<file path="config.mk">
export PLATFORM = sky130hd
export DESIGN_NAME = reg_dump_monitor_flat
export DESIGN_NICKNAME = d
export VERILOG_FILES = /design/src/rtl/reg_dump_monitor_if.sv /design/src/rtl/reg_dump_monitor.sv /design/src/flat_wrapper.sv
export SDC_FILE = /design/constraint.sdc
export NUM_CORES = 1
export LEC_CHECK = 0
export ABC_AREA = 1
export CAP_MARGIN = 15
export CORE_ASPECT_RATIO = 1.75
export CORE_UTILIZATION = 50
export DETAILED_ROUTE_END_ITERATION = 10
export GPL_ROUTABILITY_DRIVEN = 0
export GPL_TIMING_DRIVEN = 0
export PLACE_DENSITY = 0.8
export SLEW_MARGIN = 10
export SYNTH_ARGS = -nofsm -noshare
export SYNTH_HDL_FRONTEND = slang
export SYNTH_SLANG_ARGS = --single-unit
</file>
<file path="constraint.sdc">
create_clock -name clk -period 3.35 [get_ports clk]
set_input_delay 0.8375 -clock clk [delete_from_list [all_inputs] [get_ports clk]]
set_output_delay 0.8375 -clock clk [all_outputs]
set_load 0.005 [all_outputs]
</file>
<file path="src/rtl/reg_dump_monitor_if.sv">
// Register dump stream: one beat per register, valid/ready handshake.
interface reg_dump_monitor_if #(
  parameter int DATA_W = 32,
  parameter int ADDR_W = 5
);
  logic              valid;
  logic              ready;
  logic [ADDR_W-1:0] idx;
  logic [DATA_W-1:0] data;

  modport master (output valid, idx, data, input ready);
  modport slave  (input valid, idx, data, output ready);
endinterface

</file>
<file path="src/rtl/reg_dump_monitor.sv">
// Run monitor for the single-cycle MIPS core: detects end of program and
// then streams the whole register file out through the dump interface.
//
// state  | meaning
// -------+-----------------------------------------------------------
// IDLE   | waiting for start after reset
// RUN    | CPU running; watching PC for end address, stall, watchdog
// READ   | presenting idx on the spare register-file read port
// SEND   | beat held on the dump port until the sink accepts it
// DONE   | dump complete; results held until the next start
module reg_dump_monitor #(
  parameter int DATA_W      = 32,
  parameter int ADDR_W      = 5,
  parameter int PC_W        = 32,
  parameter int STALL_LIMIT = 8,
  parameter int MAX_CYCLES  = 1230
) (
  input  logic                 clk,
  input  logic                 rst,
  input  logic                 start,
  input  logic [PC_W-1:0]      pc,
  input  logic [PC_W-1:0]      end_pc,
  input  logic                 end_pc_en,
  output logic [ADDR_W-1:0]    rf_raddr,
  input  logic [DATA_W-1:0]    rf_rdata,
  reg_dump_monitor_if.master   dump,
  output logic [PC_W-1:0]      final_pc,
  output logic [1:0]           halt_cause,
  output logic [31:0]          cycle_count,
  output logic                 busy,
  output logic                 done
);

  localparam int NUM_REGS = 2 ** ADDR_W;
  localparam logic [ADDR_W-1:0] LAST_IDX   = ADDR_W'(NUM_REGS - 1);
  localparam logic [31:0]       STALL_LAST = 32'(STALL_LIMIT - 1);
  localparam logic [31:0]       WD_LAST    = 32'(MAX_CYCLES - 1);

  typedef enum logic [2:0] {
    S_IDLE,
    S_RUN,
    S_READ,
    S_SEND,
    S_DONE
  } state_t;

  state_t            state;
  state_t            state_nxt;
  logic [PC_W-1:0]   pc_q;
  logic [31:0]       stall_cnt;
  logic [ADDR_W-1:0] idx;
  logic [ADDR_W-1:0] dump_idx_q;
  logic [DATA_W-1:0] dump_data_q;

  logic              pc_same;
  logic              end_hit;
  logic              stall_hit;
  logic              wd_hit;
  logic              halt;
  logic [1:0]        cause;

  // Halt detection on this cycle's PC; earlier conditions win.
  always_comb begin
    pc_same   = (pc == pc_q);
    end_hit   = end_pc_en && (pc == end_pc);
    stall_hit = pc_same && (stall_cnt == STALL_LAST);
    wd_hit    = (cycle_count == WD_LAST);
    halt      = (state == S_RUN) && (end_hit || stall_hit || wd_hit);
    if (end_hit) begin
      cause = 2'd1;
    end else if (stall_hit) begin
      cause = 2'd2;
    end else if (wd_hit) begin
      cause = 2'd3;
    end else begin
      cause = 2'd0;
    end
  end

  // State register.
  always_ff @(posedge clk) begin
    if (rst) begin
      state <= S_IDLE;
    end else begin
      state <= state_nxt;
    end
  end

  // Next-state logic.
  always_comb begin
    state_nxt = state;
    case (state)
      S_IDLE, S_DONE: if (start) state_nxt = S_RUN;
      S_RUN:          if (halt) state_nxt = S_READ;
      S_READ:         state_nxt = S_SEND;
      S_SEND: begin
        if (dump.ready) begin
          state_nxt = (idx == LAST_IDX) ? S_DONE : S_READ;
        end
      end
      default:        state_nxt = S_IDLE;
    endcase
  end

  // Moore outputs; the read port is parked at 0 except during READ.
  always_comb begin
    busy       = (state == S_RUN) || (state == S_READ) || (state == S_SEND);
    done       = (state == S_DONE);
    rf_raddr   = (state == S_READ) ? idx : '0;
    dump.valid = (state == S_SEND);
    dump.idx   = dump_idx_q;
    dump.data  = dump_data_q;
  end

  // Counters, PC history, halt results and the captured dump beat.
  always_ff @(posedge clk) begin
    if (rst) begin
      pc_q        <= '0;
      stall_cnt   <= '0;
      cycle_count <= '0;
      final_pc    <= '0;
      halt_cause  <= '0;
      idx         <= '0;
      dump_idx_q  <= '0;
      dump_data_q <= '0;
    end else begin
      case (state)
        S_IDLE, S_DONE: begin
          if (start) begin
            pc_q        <= pc;
            stall_cnt   <= '0;
            cycle_count <= '0;
            final_pc    <= '0;
            halt_cause  <= '0;
            idx         <= '0;
          end
        end
        S_RUN: begin
          pc_q        <= pc;
          stall_cnt   <= pc_same ? stall_cnt + 32'd1 : 32'd0;
          cycle_count <= cycle_count + 32'd1;
          if (halt) begin
            final_pc   <= pc;
            halt_cause <= cause;
            idx        <= '0;
          end
        end
        S_READ: begin
          dump_data_q <= rf_rdata;
          dump_idx_q  <= idx;
        end
        S_SEND: begin
          // idx stops at the last register; DONE follows its handshake.
          if (dump.ready && (idx != LAST_IDX)) begin
            idx <= idx + ADDR_W'(1);
          end
        end
        default: ;
      endcase
    end
  end

endmodule

</file>
<file path="src/flat_wrapper.sv">
// flat-port wrapper written by rule: the top's interface ports become plain ports
module reg_dump_monitor_flat 
#(
  parameter int DATA_W      = 32,
  parameter int ADDR_W      = 5,
  parameter int PC_W        = 32,
  parameter int STALL_LIMIT = 8,
  parameter int MAX_CYCLES  = 1230
)
  (clk, rst, start, pc, end_pc, end_pc_en, rf_raddr, rf_rdata, final_pc, halt_cause, cycle_count, busy, done, dump_valid, dump_idx, dump_data, dump_ready);
  reg_dump_monitor_if #(.DATA_W(DATA_W), .ADDR_W(ADDR_W)) dump_i ();
  input  logic clk;
  input  logic rst;
  input  logic start;
  input  logic [PC_W-1:0] pc;
  input  logic [PC_W-1:0] end_pc;
  input  logic end_pc_en;
  output logic [ADDR_W-1:0] rf_raddr;
  input  logic [DATA_W-1:0] rf_rdata;
  output logic [PC_W-1:0] final_pc;
  output logic [1:0] halt_cause;
  output logic [31:0] cycle_count;
  output logic busy;
  output logic done;
  output wire logic [$bits(dump_i.valid)-1:0] dump_valid;
  output wire logic [$bits(dump_i.idx)-1:0] dump_idx;
  output wire logic [$bits(dump_i.data)-1:0] dump_data;
  input wire logic [$bits(dump_i.ready)-1:0] dump_ready;
  assign dump_valid = dump_i.valid;
  assign dump_idx = dump_i.idx;
  assign dump_data = dump_i.data;
  assign dump_i.ready = dump_ready;
  reg_dump_monitor #(.DATA_W(DATA_W), .ADDR_W(ADDR_W), .PC_W(PC_W), .STALL_LIMIT(STALL_LIMIT), .MAX_CYCLES(MAX_CYCLES)) u_core (.clk(clk), .rst(rst), .start(start), .pc(pc), .end_pc(end_pc), .end_pc_en(end_pc_en), .rf_raddr(rf_raddr), .rf_rdata(rf_rdata), .dump(dump_i), .final_pc(final_pc), .halt_cause(halt_cause), .cycle_count(cycle_count), .busy(busy), .done(done));
endmodule
</file>
==> reports/results.ini, run 1 <==
[outcome]
outcome=completed

[timing]
worst_slack_ns=0.2307
finClkSkew_ns=0.01173
finalHoldViolCount=0
max_freq_mhz=320.6
finalSetupViolations=0
rsz0062_at_grt=false
tns_ns=0
worstMarginPinSlew_ns=0.7382
slew_violations=0
whs_ns=0.4539
period_minus_slack_ns=3.119
max_slew_margin_pct=50.79
period_share_pct=93.11

[power_and_ir_drop]
switching_share_pct=39.24
design_power_total_mw=8.609
p_seq_share_pct=32.7
combPwrFrac_pct=43.1
p_int_mw=5.231
p_clk_share_pct=24.2
p_sw_mw=3.378
powerDensity_mw_per_mm2=683.2
power.leakage_nw=5.325
ir_drop_mv=0.4279

[yosys]
synth_cell_types=46
avgSynthCellArea_sq_um=6.320
synth_top_cell_by_area=dfxtp_1
synth-seq-area-share_pct=36.54
synth_area_sq_mm=0.009587
synth_edf_count=0
synthMuxAreaShare_pct=0
synth-seq-cells=175
synth_compound_area_share_pct=13.18
yosysWarnings=0
synth-adder-area-share_pct=0.6526
ys.flop_type=dfxtp_1
synthTopCellsByArea=dfxtp_1, nand2_1, nor2_1
synthSimpleGateAreaFrac_pct=34.61
synthCells=1517
synthXorXnorAreaFrac_pct=3.563
synth_fp_nets=1623
synth_top_family_by_area=simple AND/OR/NAND/NOR gates
async_flop_share_pct=0
synth_top_area_share_pct=36.54

[drt]
drt_iter0_drc=615
totalWireLength_mm=30.95
dr.pass1.iters=7
route.detailed.drc=0
vias=10617
wl_per_cell_um=15.50
ant_nets=0
viasPerCell=5.319

[clock_tree]
cts_buffer_depth=2
insertion_delay_ns=0.44
postCtsHoldBufs=0
cts_max_level=4
cts-buffers-inserted=17
cts_sinks=175
cts-root-buf=clkbuf_16
cts_tree=built
clk_pin_slew_ns=0.06

[grt]
grt_max_degree=17
antenna_found_initial=0
grt_usage_pct=31.71
grt_pass1_wl_mm=48.97
grt_pass1_vias=10454
grt.overflow.total=0

[critical_path]
crit_type=flip-flop to primary output
start_kind=flip-flop
crit_arrival_ns=2.28
endpoint_kind=primary output
path_max_fanout=17
crit_required_ns=2.51

[placed_design]
dp_slack_ns=-0.07492
dp_cells=1965
postPlaceCellArea_sq_mm=0.01199
port-buffer-count=210
hpwl_mm=23.81

[final_layout]
nNetsFinal=1852
instances_no_fill=1996
area_growth_syn_to_layout_pct=31.44
nFillCells=1724
antenna-diode-count=0
drive_above_1_share_pct=5.688
final_util_pct=67.52
design_area_sq_mm=0.01260

[floorplanning]
row_count=66
die_h_um=185.2
die_w_um=106.7
boundaryPins=212
fp.coreArea_sq_mm=0.01866
start_util_pct=51.37
die_area_sq_mm=0.01975

[min_path]
holdCritPathClass=flip-flop to flip-flop

[run]
max-cap-violations=0

-- area by class of cell --
type	count	area, sq um	share of cell area, %
multi-input combinational	1063	4992	39.62
clock buffer	19	442.9	3.515
tap	238	297.8	2.363
timing repair buffer	211	2110	16.74
clock inverter	12	160.2	1.271
buffer	59	271.5	2.155
sequential	175	3503	27.80
inverter	219	823.3	6.534
-- cells by family after synthesis --
logic type,after synthesis
AND/OR/NAND/NOR,787
buffers and inverters,279
AO/OA/AOI/OAI,232
flip-flops,175
XOR/XNOR,39
adder cells (fa/ha/maj),5
-- metal layers --
layer | part of all wire, % | up-vias | wire length (um) | global-route usage [%]
met5 | 0 | - | 0 | 0
met4 | 7.1 | 0 | 2201 | 24.99
met2 | 52 | 433 | 16100 | 58.14
met1 | 36 | 4774 | 11010 | 31.38
met3 | 5.3 | 152 | 1633 | 4.750
li1 | - | 5258 | - | -
-- Yosys cell counts (6+ instances only) --
| master | instances |
|---|---|
| xnor2_1 | 35 |
| clkbuf_1 | 34 |
| nand2_2 | 7 |
| buf_2 | 16 |
| nand3_1 | 90 |
| nor2_1 | 233 |
| inv_1 | 198 |
| o21ai_1 | 6 |
| nand4_1 | 25 |
| a21oi_1 | 92 |
| nor4_1 | 6 |
| nor3_2 | 7 |
| dfxtp_1 | 175 |
| nand2_1 | 372 |
| nor3_1 | 27 |
| o21ai_0 | 97 |
| inv_2 | 18 |
-- what timing repair did --
| item | CTS | global route |
|---|---|---|
| gates resized for setup | 2 | 0 |
| pin swaps | 0 | 1 |
| endpoints found under the hold margin | 0 | 0 |
| setup buffers | 0 | 1 |
| setup endpoints to repair | 1 | 1 |
-- power groups by stage --
stage	Sequential, mW	Clock (mW)	Combinational, mW
global placement	2.83	0	3.59
finish	2.82	2.08	3.71
floorplan	2.84	0	2.17
global route	2.87	2.17	4.14
CTS	2.81	2.09	3.70
detailed placement	2.85	0	3.67
-- final timing paths --
path                                                   startpoint                                 to  slack, ns  cells past startpoint
worst max-delay path                 u_core.state[1]$_SDFFE_PP0P_                        rf_raddr[4]       0.23                      5
worst max register to register   u_core.stall_cnt[0]$_SDFFE_PP0P_    u_core.final_pc[0]$_SDFFE_PP0P_       0.85                     15
worst min-delay path            u_core.halt_cause[1]$_SDFFE_PP0P_  u_core.halt_cause[1]$_SDFFE_PP0P_       0.45                      2
worst min register to register  u_core.halt_cause[1]$_SDFFE_PP0P_  u_core.halt_cause[1]$_SDFFE_PP0P_       0.45                      2
-- critical path, cell delays in order, from the launching register on --
cell and delay, ns:
dfxtp_1 0.37, inv_1 0.10, nor3_4 0.28, clkinv_2 0.27
nor2_1 0.21, clkdlybuf4s50_1 0.60
-- registers in the layout, indices dropped and copies added, names as in the netlist --
signal	cells
u_core.cycle_count	32
u_core.dump.data	32
u_core.final_pc	32
u_core.pc_q	32
u_core.stall_cnt	32
u_core.dump.idx	5
u_core.idx	5
u_core.state	3
u_core.halt_cause	2
-- cell usage in the layout, fill, tap and decap left out, types with 7 or more instances in the layout --
cell type / n
nand2_1: 372
nor2_1: 233
clkdlybuf4s50_1: 210
inv_1: 198
dfxtp_1: 175
o21ai_0: 97
a21oi_1: 92
nand3_1: 90
xnor2_1: 35
clkbuf_1: 34
nor3_1: 27
nand4_1: 25
inv_2: 18
clkbuf_16: 17
buf_2: 16
nand2_2: 7
No activity file was read; power rests on OpenSTA's default activity.
==> run 2, diff against run 1 <==
==> constraint.sdc (replaced) <==
create_clock -name clk -period 3.6 [get_ports clk]
set_input_delay 0.9 -clock clk [delete_from_list [all_inputs] [get_ports clk]]
set_output_delay 0.9 -clock clk [all_outputs]
set_load 0.005 [all_outputs]
==> run 2 against run 1 <==
  * Worst hold slack is essentially flat
  * Flip-flop and latch count is the same
  * Clock power shrank 7%
  * Non-clock buffer count grew 1
  * Cell count is essentially flat
  * Largest cell class unchanged
  * Largest power group unchanged
==> reports/results.ini, run 2 (synthesized netlist as in run 1, its figures left out) <==
[outcome]
outcome=completed

[power_and_ir_drop]
p_int_mw=4.870  ; -6.9%
switching_share_pct=39.15  ; -0.088 points
combPwrFrac_pct=43.2  ; about the same
p_seq_share_pct=32.7  ; about the same
powerDensity_mw_per_mm2=634.8  ; -7.1%
p_sw_mw=3.133  ; -7.2%
power.leakage_nw=5.325  ; about the same
design_power_total_mw=8.003  ; -7.0%
ir_drop_mv=0.3982  ; -7.0%
p_clk_share_pct=24.1  ; about the same

[floorplanning]
fp.coreArea_sq_mm=0.01866  ; unchanged
boundaryPins=212  ; unchanged
die_w_um=106.7  ; unchanged
start_util_pct=51.37  ; unchanged
die_area_sq_mm=0.01975  ; unchanged
row_count=66  ; unchanged
die_h_um=185.2  ; unchanged

[critical_path]
crit_arrival_ns=2.51  ; +0.23 ns
crit_type=flip-flop to primary output
path_max_fanout=10  ; -7
endpoint_kind=primary output
crit_required_ns=2.70  ; +0.19 ns
start_kind=flip-flop

[grt]
top_usage_layer=met2
grtUsageMet3_pct=4.750  ; unchanged
met2_usage_pct=58.14  ; unchanged
grt_pass1_wl_mm=48.97  ; unchanged
grt_usage_pct=31.71  ; unchanged
grt_max_degree=17  ; unchanged
grt_pass1_vias=10454  ; unchanged
grt.overflow.total=0  ; unchanged
antenna_found_initial=0  ; unchanged
use_met1_pct=31.38  ; unchanged

[run]
max-cap-violations=0  ; unchanged

[clock_tree]
cts_sinks=175  ; unchanged
postCtsHoldBufs=0  ; unchanged
cts-buffers-inserted=17  ; unchanged
cts_buffer_depth=2  ; unchanged
insertion_delay_ns=0.44  ; about the same
clk_pin_slew_ns=0.06  ; about the same
cts_max_level=4  ; unchanged
cts_tree=built
cts-root-buf=clkbuf_16

[final_layout]
layout_common_cells=nand2_1, nor2_1, clkdlybuf4s50_1
nNetsFinal=1853  ; +0.054%
area_growth_syn_to_layout_pct=31.51  ; about the same
drive_above_1_share_pct=5.685  ; about the same
nFillCells=1722  ; -0.12%
final_util_pct=67.55  ; about the same
final_common_cell=nand2_1
antenna-diode-count=0  ; unchanged

[drt]
drt_iter0_drc=647  ; +5.2%
ant_nets=0  ; unchanged
totalWireLength_mm=30.88  ; -0.23%
wl_per_cell_um=15.46  ; -0.28%
dr.pass1.iters=7  ; unchanged
route.detailed.drc=0  ; unchanged
vias=10646  ; +0.27%
viasPerCell=5.331  ; +0.22%

[timing]
rsz0062_at_grt=false
max_slew_margin_pct=49.56  ; -1.2 points
max_freq_mhz=293.3
worstMarginPinSlew_ns=0.7566  ; +0.01845 ns
period_minus_slack_ns=3.409
period_share_pct=94.70
finalHoldViolCount=0  ; unchanged
tns_ns=0  ; unchanged
finalSetupViolations=0  ; unchanged
finClkSkew_ns=0.01224  ; +0.0005107 ns
slew_violations=0  ; unchanged

[placed_design]
port-buffer-count=210  ; unchanged
hpwl_mm=23.81  ; unchanged

[min_path]
holdCritPathClass=flip-flop to flip-flop

[run 2: changes by cell type in the layout (fill, tap and decap cells not counted), sizes merged]
cell / before / now
clkbuf: 52 / 53
clkinv: 9 / 8
clkinvlp: 0 / 1
[run 2: final timing paths]
path	from	to	slack (ns)	cells after the start
worst max-delay path	u_core.state[1]$_SDFFE_PP0P_	rf_raddr[3]	0.19	6
worst min-delay path	u_core.halt_cause[1]$_SDFFE_PP0P_	u_core.halt_cause[1]$_SDFFE_PP0P_	0.45	2
worst max register to register	u_core.stall_cnt[0]$_SDFFE_PP0P_	u_core.final_pc[0]$_SDFFE_PP0P_	1.08	15
worst min register to register	u_core.halt_cause[1]$_SDFFE_PP0P_	u_core.halt_cause[1]$_SDFFE_PP0P_	0.45	2
[run 2: cell type report]
cell class	instances	area (sq um)	share of cell area, %
inverters	219	825.8	6.550
multi-input cells	1063	4992	39.60
flip-flops and latches	175	3503	27.79
clock buffers	19	442.9	3.513
plain buffers	60	275.3	2.183
well taps	238	297.8	2.362
repair buffers	211	2110	16.73
clock inverters	12	160.2	1.270
[run 2: power by group through the flow]
stage               clock, mW  combinational (mW)  sequential (mW)
floorplan                   0                2.02             2.64
global placement            0                3.34             2.63
detailed placement          0                3.41             2.65
CTS                      1.94                3.44             2.62
global route             2.02                3.86             2.67
finish                   1.93                3.45             2.62
[run 2: timing repair]
action / in CTS / in global routing
setup buffers: 0 / 1
resized for setup: 1 / 1
endpoints found under the setup margin: 1 / 1
pin swaps: 0 / 1
[run 2: per-stage QoR]
stage	hold WS, ns	cell area [sq um]	setup slack (ns)	cells
floorplan	0.4418	9587	1.368	1517
finish	0.4541	12610	0.1908	1997
CTS	0.4524	12600	0.1133	1996
detailed placement	0.4425	11990	0.1126	1965
global route	0.4752	12610	0.04319	1997
global placement	0.4326	11990	0.1447	1965
[run 2: metal layers]
metal,wire length (um),part of all wire (%),vias to the layer above
met3,1638,5.3,157
met4,2265,7.3,0
met2,16100,52,447
met1,10870,35,4790
met5,0,0,-
li1,-,-,5252
[run 2: worst max-delay path, cell delays in order, from the launching register on]
cell and delay (ns):
dfxtp_1 0.38, inv_1 0.11, nor3_4 0.31, clkinvlp_4 0.25
clkbuf_1 0.27, nor2_1 0.22, clkdlybuf4s50_1 0.55
